File: config.mk
export PLATFORM = sky130hd
export DESIGN_NAME = iq_cic_decim_flat
export DESIGN_NICKNAME = d
export VERILOG_FILES = /design/src/rtl/iq_cic_decim_pkg.sv /design/src/rtl/iq_cic_decim_if.sv /design/src/rtl/iq_cic_decim_cic_chain.sv /design/src/rtl/iq_cic_decim.sv /design/src/flat_wrapper.sv
export SDC_FILE = /design/constraint.sdc
export NUM_CORES = 1
export LEC_CHECK = 0
export ABC_AREA = 1
export CELL_PAD_IN_SITES_DETAIL_PLACEMENT = 0
export CELL_PAD_IN_SITES_GLOBAL_PLACEMENT = 1
export CORE_MARGIN = 5
export CORE_UTILIZATION = 50
export DETAILED_ROUTE_END_ITERATION = 10
export MAX_ROUTING_LAYER = met4
export PLACE_DENSITY_LB_ADDON = 0.1
export SLEW_MARGIN = 30
export SYNTH_ARGS = -nofsm -noshare
export SYNTH_HDL_FRONTEND = slang
export SYNTH_SLANG_ARGS = --single-unit
export TNS_END_PERCENT = 20
File: constraint.sdc
create_clock -name clk -period 8.64 [get_ports clk]
set_input_delay 1.296 -clock clk [delete_from_list [all_inputs] [get_ports clk]]
set_output_delay 1.296 -clock clk [all_outputs]
set_load 0.01 [all_outputs]
File: src/rtl/iq_cic_decim_pkg.sv
// dsp_pkg: shared CIC helpers (sample type, log2 of a power of two, internal width W)
package dsp_pkg;
  localparam int SAMPLE_W = 16;
  typedef logic signed [SAMPLE_W-1:0] sample_t;
  function automatic int log2p(input int v);
    int l;
    l = 0;
    for (int i = 0; i < 31; i++) if ((1 << i) == v) l = i;
    return l;
  endfunction
  function automatic int cic_w(input int dw, input int n, input int r);
    return dw + n * log2p(r);
  endfunction
endpackage

File: src/rtl/iq_cic_decim_if.sv
// iq_cic_decim_if: I/Q stream bundle; master drives in_valid/i_in/q_in, slave drives out_valid/i_out/q_out
interface iq_cic_decim_if #(parameter int DW = 16);
  logic in_valid;
  logic signed [DW-1:0] i_in;
  logic signed [DW-1:0] q_in;
  logic out_valid;
  logic signed [DW-1:0] i_out;
  logic signed [DW-1:0] q_out;
  modport master(output in_valid, i_in, q_in, input out_valid, i_out, q_out);
  modport slave(input in_valid, i_in, q_in, output out_valid, i_out, q_out);
endinterface

File: src/rtl/iq_cic_decim_cic_chain.sv
// cic_chain: one CIC rail (integrators, dec_reg, combs, gain-normalising shift); ports clk, reset, in_valid, strobe, strobe_q, x in, y out
module cic_chain import dsp_pkg::*; #(
  parameter int DW = 16,
  parameter int R = 4,
  parameter int N = 3
) (
  input  logic                 clk,
  input  logic                 reset,
  input  logic                 in_valid,
  input  logic                 strobe,
  input  logic                 strobe_q,
  input  logic signed [DW-1:0] x,
  output logic signed [DW-1:0] y
);
  localparam int S = N * log2p(R);
  localparam int W = cic_w(DW, N, R);
  logic signed [W-1:0] integ [N];
  logic signed [W-1:0] dly [N];
  logic signed [W-1:0] c [N+1];
  logic signed [W-1:0] dec_reg;
  always_comb begin
    c[0] = dec_reg;
    for (int k = 0; k < N; k++) c[k+1] = c[k] - dly[k];
  end
  always_ff @(posedge clk) begin
    if (reset) begin
      for (int k = 0; k < N; k++) begin
        integ[k] <= '0;
        dly[k] <= '0;
      end
      dec_reg <= '0;
      y <= '0;
    end else begin
      if (in_valid) begin
        integ[0] <= integ[0] + W'(x);
        for (int k = 1; k < N; k++) integ[k] <= integ[k] + integ[k-1];
      end
      if (strobe) dec_reg <= integ[N-1];
      if (strobe_q) begin
        for (int k = 0; k < N; k++) dly[k] <= c[k];
        y <= c[N][W-1:S];
      end
    end
  end
endmodule

File: src/rtl/iq_cic_decim.sv
// iq_cic_decim: decimate-by-R CIC for I/Q; ports clk, reset, bus (slave: in_valid/i_in/q_in in, out_valid/i_out/q_out out)
module iq_cic_decim import dsp_pkg::*; #(
  parameter int DW = 16,
  parameter int R = 4,
  parameter int N = 3
) (
  input logic           clk,
  input logic           reset,
  iq_cic_decim_if.slave bus
);
  localparam int P = log2p(R);
  logic [P-1:0] phase;
  logic strobe;
  logic strobe_q;
  assign strobe = bus.in_valid && phase == P'(R - 1);
  always_ff @(posedge clk) begin
    if (reset) begin
      phase <= '0;
      strobe_q <= 1'b0;
      bus.out_valid <= 1'b0;
    end else begin
      phase <= phase + P'(bus.in_valid);
      strobe_q <= strobe;
      bus.out_valid <= strobe_q;
    end
  end
  cic_chain #(.DW(DW), .R(R), .N(N)) u_i (
    .clk(clk), .reset(reset), .in_valid(bus.in_valid), .strobe(strobe),
    .strobe_q(strobe_q), .x(bus.i_in), .y(bus.i_out)
  );
  cic_chain #(.DW(DW), .R(R), .N(N)) u_q (
    .clk(clk), .reset(reset), .in_valid(bus.in_valid), .strobe(strobe),
    .strobe_q(strobe_q), .x(bus.q_in), .y(bus.q_out)
  );
endmodule

File: src/flat_wrapper.sv
// flat-port wrapper written by rule: the top's interface ports become plain ports
module iq_cic_decim_flat import dsp_pkg::*;
#(
  parameter int DW = 16,
  parameter int R = 4,
  parameter int N = 3
)
  (clk, reset, bus_in_valid, bus_i_in, bus_q_in, bus_out_valid, bus_i_out, bus_q_out);
  iq_cic_decim_if #(.DW(DW)) bus_i ();
  input logic clk;
  input logic reset;
  input wire logic [$bits(bus_i.in_valid)-1:0] bus_in_valid;
  input wire logic [$bits(bus_i.i_in)-1:0] bus_i_in;
  input wire logic [$bits(bus_i.q_in)-1:0] bus_q_in;
  output wire logic [$bits(bus_i.out_valid)-1:0] bus_out_valid;
  output wire logic [$bits(bus_i.i_out)-1:0] bus_i_out;
  output wire logic [$bits(bus_i.q_out)-1:0] bus_q_out;
  assign bus_i.in_valid = bus_in_valid;
  assign bus_i.i_in = bus_i_in;
  assign bus_i.q_in = bus_q_in;
  assign bus_out_valid = bus_i.out_valid;
  assign bus_i_out = bus_i.i_out;
  assign bus_q_out = bus_i.q_out;
  iq_cic_decim #(.DW(DW), .R(R), .N(N)) u_core (.clk(clk), .reset(reset), .bus(bus_i));
endmodule
==> flow_summary_export.csv <==
group,metric,value,unit
clocking,ctsRootBufferMaster,"sky130_fd_sc_hd__clkbuf_16",
synth,synthDistinctLibCells,53,
detailed_routing,drt-wirelength-per-cell,13.9,µm
sta,timing_worst_slew_pin_value,868,ps
synth,yosysWarningCount,0,
setup_path,timing.reg2reg.worst_path_depth,27,
synth,synthesis.instances,3122,
placement,hpwl,41500,µm
clocking,cts-htree-levels,2,
global_routing,overflow,0,
placement,port-buffer-count,67,
sta,timing.fmax,198,MHz
detailed_routing,wirelength,54100,µm
synth,synth-seq-area-share,38.6,%
floorplanning,num_io_pins,68,
global_routing,grt_use_total,20.8,%
clocking,tritoncts_clock_tree,"yes",
setup_path,crit_path_class,"flip-flop to flip-flop",
power,power_per_cell_area,188,nW/µm²
setup_path,crit_path_max_fanout,5,
sta,min_period,5060,ps
power,vdd_ir_drop_max,0.111,mV
synth,async_flop_share,0,%
clocking,numClockSinks,344,
sta,drv_slew,0,
clocking,resized_gates_after_cts,0,
clocking,clock_path_buffers,3,
sta,setup-violations-final,0,
global_routing,antenna_violations_before_repair,0,
sta,timing.final.ws_setup,3580,ps
power,total_leakage_power,12.7,nW
worst_hold_path,holdPathEnd,"u_core.u_q.y[6]$_SDFFE_PP0P_",
setup_path,critPathArrivalTime,5490,ps
finish,layout.cells.most_common_list,"sky130_fd_sc_hd__nand2_1, sky130_fd_sc_hd__inv_1, sky130_fd_sc_hd__a21oi_1",
detailed_routing,drcViolationCount,0,
worst_hold_path,holdCritStartpoint,"u_core.u_q.y[6]$_SDFFE_PP0P_",
sta,period_share,58.6,%
setup_path,r2r_slack,3580,ps
detailed_routing,vias_post_dr,20073,
setup_path,endpoint_kind,"flip-flop",
floorplanning,num_rows,81,
synth,synth-seq-cells,344,
detailed_routing,drt-pass1-iter-count,5,
synth,post_synthesis_average_cell_area,7.91,µm²
synth,post_synth_edffs,264,
detailed_routing,ant_nets,0,
floorplanning,starting_density,50.6,%
sta,final.setup_skew,17.5,ps
finish,fillerInstances,4651,
placement,dpl_worst_slack,3680,ps
synth,synth_top_family_by_area,"compound AO/OA/AOI/OAI gates",
clocking,post_cts_hold_buffer_count,0,
finish,drive_gt1_share,4.40,%
power,power,0.00516,W
floorplanning,die_w,232,µm
finish,multi_input_comb_area,13100,µm²
clocking,cts.clk_slew.worst_paths,60,ps
finish,final_net_count,3488,
worst_hold_path,hold_depth,2,
sta,timing.setup.tns,0,ps
synth,yosys-mux-area-fraction,0,%
synth,synth.net_count,3418,
detailed_routing,drt_iter0_markers,787,
sta,max_slew_margin,42.2,%
setup_path,worstReg2RegEnd,"u_core.u_q.y[12]$_SDFFE_PP0P_",
synth,synth-adder-area-share,13.5,%
floorplanning,overall_die_height,232,µm
global_routing,via_count_of_the_first_global_routing_pass,19696,
synth,post_synth_xor_area_fraction,3.12,%
run,max_cap_viol_count,0,
sta,grt_setup_unrepaired,"false",
synth,yosys.area_share.simple,17.9,%
placement,place.gp.congestion,0.885,
finish,area_delta_synth_final,11.0,%
setup_path,critical_path.reg2reg.startpoint,"u_core.u_q.dec_reg[0]$_SDFFE_PP0P_",
setup_path,cp_data_required_time,9070,ps
global_routing,wire_length_of_the_first_global_routing_pass,92000,µm
detailed_routing,detail_route.vias_per_cell,5.16,
synth,postSynth.topFlopCell,"sky130_fd_sc_hd__edfxtp_1",
finish,n_antenna_cell,0,
sta,hold_viol,0,
floorplanning,design.die.area,53900,µm²
worst_hold_path,hp-class,"flip-flop to flip-flop",
synth,compound_cell_area_share_of_the_yosys_netlist,18.2,%
global_routing,grt_max_degree,90,
synth,synth_area,24700,µm²
clocking,clock_latency,560,ps
floorplanning,floorplan.core_area,48800,µm²
setup_path,kind_of_start_point_of_the_critical_path,"flip-flop",
clocking,post_cts_setup_repair_buffer_count,0,
clocking,cts_buf_count,41,
finish,layout_commonest_cell,"sky130_fd_sc_hd__nand2_1",
run_status,run_status,"finished, final reports clean",
finish,seq_area,9530,µm²
synth_stat cells (11+ instances only):
cell type | instances | area (µm²)
sky130_fd_sc_hd__ha_1 | 251 | 3140
sky130_fd_sc_hd__nor3_1 | 23 | 115
sky130_fd_sc_hd__nand4_1 | 20 | 125
sky130_fd_sc_hd__nor4_1 | 14 | 87.6
sky130_fd_sc_hd__o21ai_2 | 11 | 96.3
sky130_fd_sc_hd__a21o_1 | 28 | 210
sky130_fd_sc_hd__clkbuf_1 | 37 | 139
sky130_fd_sc_hd__a211oi_1 | 16 | 120
sky130_fd_sc_hd__edfxtp_1 | 264 | 7930
sky130_fd_sc_hd__o211ai_1 | 13 | 97.6
sky130_fd_sc_hd__xor2_1 | 69 | 604
sky130_fd_sc_hd__o21bai_1 | 20 | 150
sky130_fd_sc_hd__dfxtp_1 | 80 | 1600
sky130_fd_sc_hd__xnor2_1 | 17 | 149
sky130_fd_sc_hd__nand2_1 | 525 | 1970
sky130_fd_sc_hd__nand2_2 | 13 | 81.3
sky130_fd_sc_hd__nand3_1 | 102 | 510
sky130_fd_sc_hd__nor2_1 | 324 | 1220
sky130_fd_sc_hd__o21ai_0 | 232 | 1160
sky130_fd_sc_hd__o21a_1 | 27 | 203
sky130_fd_sc_hd__inv_1 | 512 | 1920
sky130_fd_sc_hd__a21oi_1 | 397 | 1990
sky130_fd_sc_hd__o21ai_1 | 17 | 85.1
through the flow:
step / cell area, µm² / instances / utilization, % / hold slack, ps
6_report: 27400 / 3888 / 56.1 / 447
3_3_place_gp: 26100 / 3812 / 53.4 / 437
4_1_cts: 27400 / 3888 / 56.1 / 450
3_5_place_dp: 26100 / 3813 / 53.5 / 439
2_1_floorplan: 24700 / 3122 / - / 449
5_1_grt: 27400 / 3888 / 56.1 / 471
logic make-up after synthesis:
family / after synthesis
compound gates: 807
fa+ha+maj: 261
simple gates: 1061
xor+xnor: 87
buf+inv: 562
flops: 344
worst max path at each step:
stage / start / to / slack (ps) / cells after the start
after floorplan: reset / u_core.u_i.integ[0][0]$_SDFFCE_PN0P_ / 3650 / 3
after global placement: u_core.u_q.dec_reg[0]$_SDFFE_PP0P_ / u_core.u_q.y[12]$_SDFFE_PP0P_ / 3710 / 27
after detailed placement: u_core.u_q.dec_reg[0]$_SDFFE_PP0P_ / u_core.u_q.y[12]$_SDFFE_PP0P_ / 3680 / 27
after CTS: u_core.u_q.dec_reg[0]$_SDFFE_PP0P_ / u_core.u_q.y[12]$_SDFFE_PP0P_ / 3600 / 27
after global routing: u_core.u_i.dec_reg[0]$_SDFFE_PP0P_ / u_core.u_i.y[10]$_SDFFE_PP0P_ / 3060 / 31
final: u_core.u_q.dec_reg[0]$_SDFFE_PP0P_ / u_core.u_q.y[12]$_SDFFE_PP0P_ / 3580 / 27
critical path, stage by stage (launching register included):
cell and delay [ps]:
sky130_fd_sc_hd__dfxtp_1 310, sky130_fd_sc_hd__inv_1 60, sky130_fd_sc_hd__ha_1 240, sky130_fd_sc_hd__fa_1 420
sky130_fd_sc_hd__inv_1 120, sky130_fd_sc_hd__nand3_1 70, sky130_fd_sc_hd__nand2_1 110, sky130_fd_sc_hd__a21oi_1 100
sky130_fd_sc_hd__o21ai_0 190, sky130_fd_sc_hd__xor2_1 260, sky130_fd_sc_hd__ha_1 330, sky130_fd_sc_hd__nand2_1 120
sky130_fd_sc_hd__nor2_2 50, sky130_fd_sc_hd__o21ai_1 70, sky130_fd_sc_hd__o211ai_1 120, sky130_fd_sc_hd__nor2_1 220
sky130_fd_sc_hd__o21ai_2 110, sky130_fd_sc_hd__a21oi_1 160, sky130_fd_sc_hd__xor2_1 230, sky130_fd_sc_hd__inv_1 80
sky130_fd_sc_hd__ha_1 360, sky130_fd_sc_hd__nand2_1 180, sky130_fd_sc_hd__nor4_1 410, sky130_fd_sc_hd__o21ai_0 150
sky130_fd_sc_hd__nand3_1 180, sky130_fd_sc_hd__a21oi_1 80, sky130_fd_sc_hd__o21ai_0 140, sky130_fd_sc_hd__nand2_1 70
cell type report:
cell class,count,share of cell area [%]
Tap cell,664,3.03
Timing Repair Buffer,76,2.74
Multi-Input combinational cell,2216,47.7
Clock inverter,12,0.324
Sequential cell,344,34.8
Inverter,513,7.03
Clock buffer,63,4.37
metal layers:
metal | wire (µm) | GRT usage (%) | vias to the layer above
li1 | - | - | 10710
met1 | 25800 | 26.7 | 8984
met2 | 25100 | 35.0 | 287
met3 | 1690 | 2.56 | 92
met4 | 1490 | 5.50 | 0
met5 | 0 | - | -
report_power, final:
part	internal, W	total [W]	switching, W
registers	0.00190	0.00196	0.0000682
clock network	0.000983	0.00165	0.000672
logic	0.000536	0.00154	0.00101
total	0.00341	0.00516	0.00175
Power figures use the tool's default switching activity.
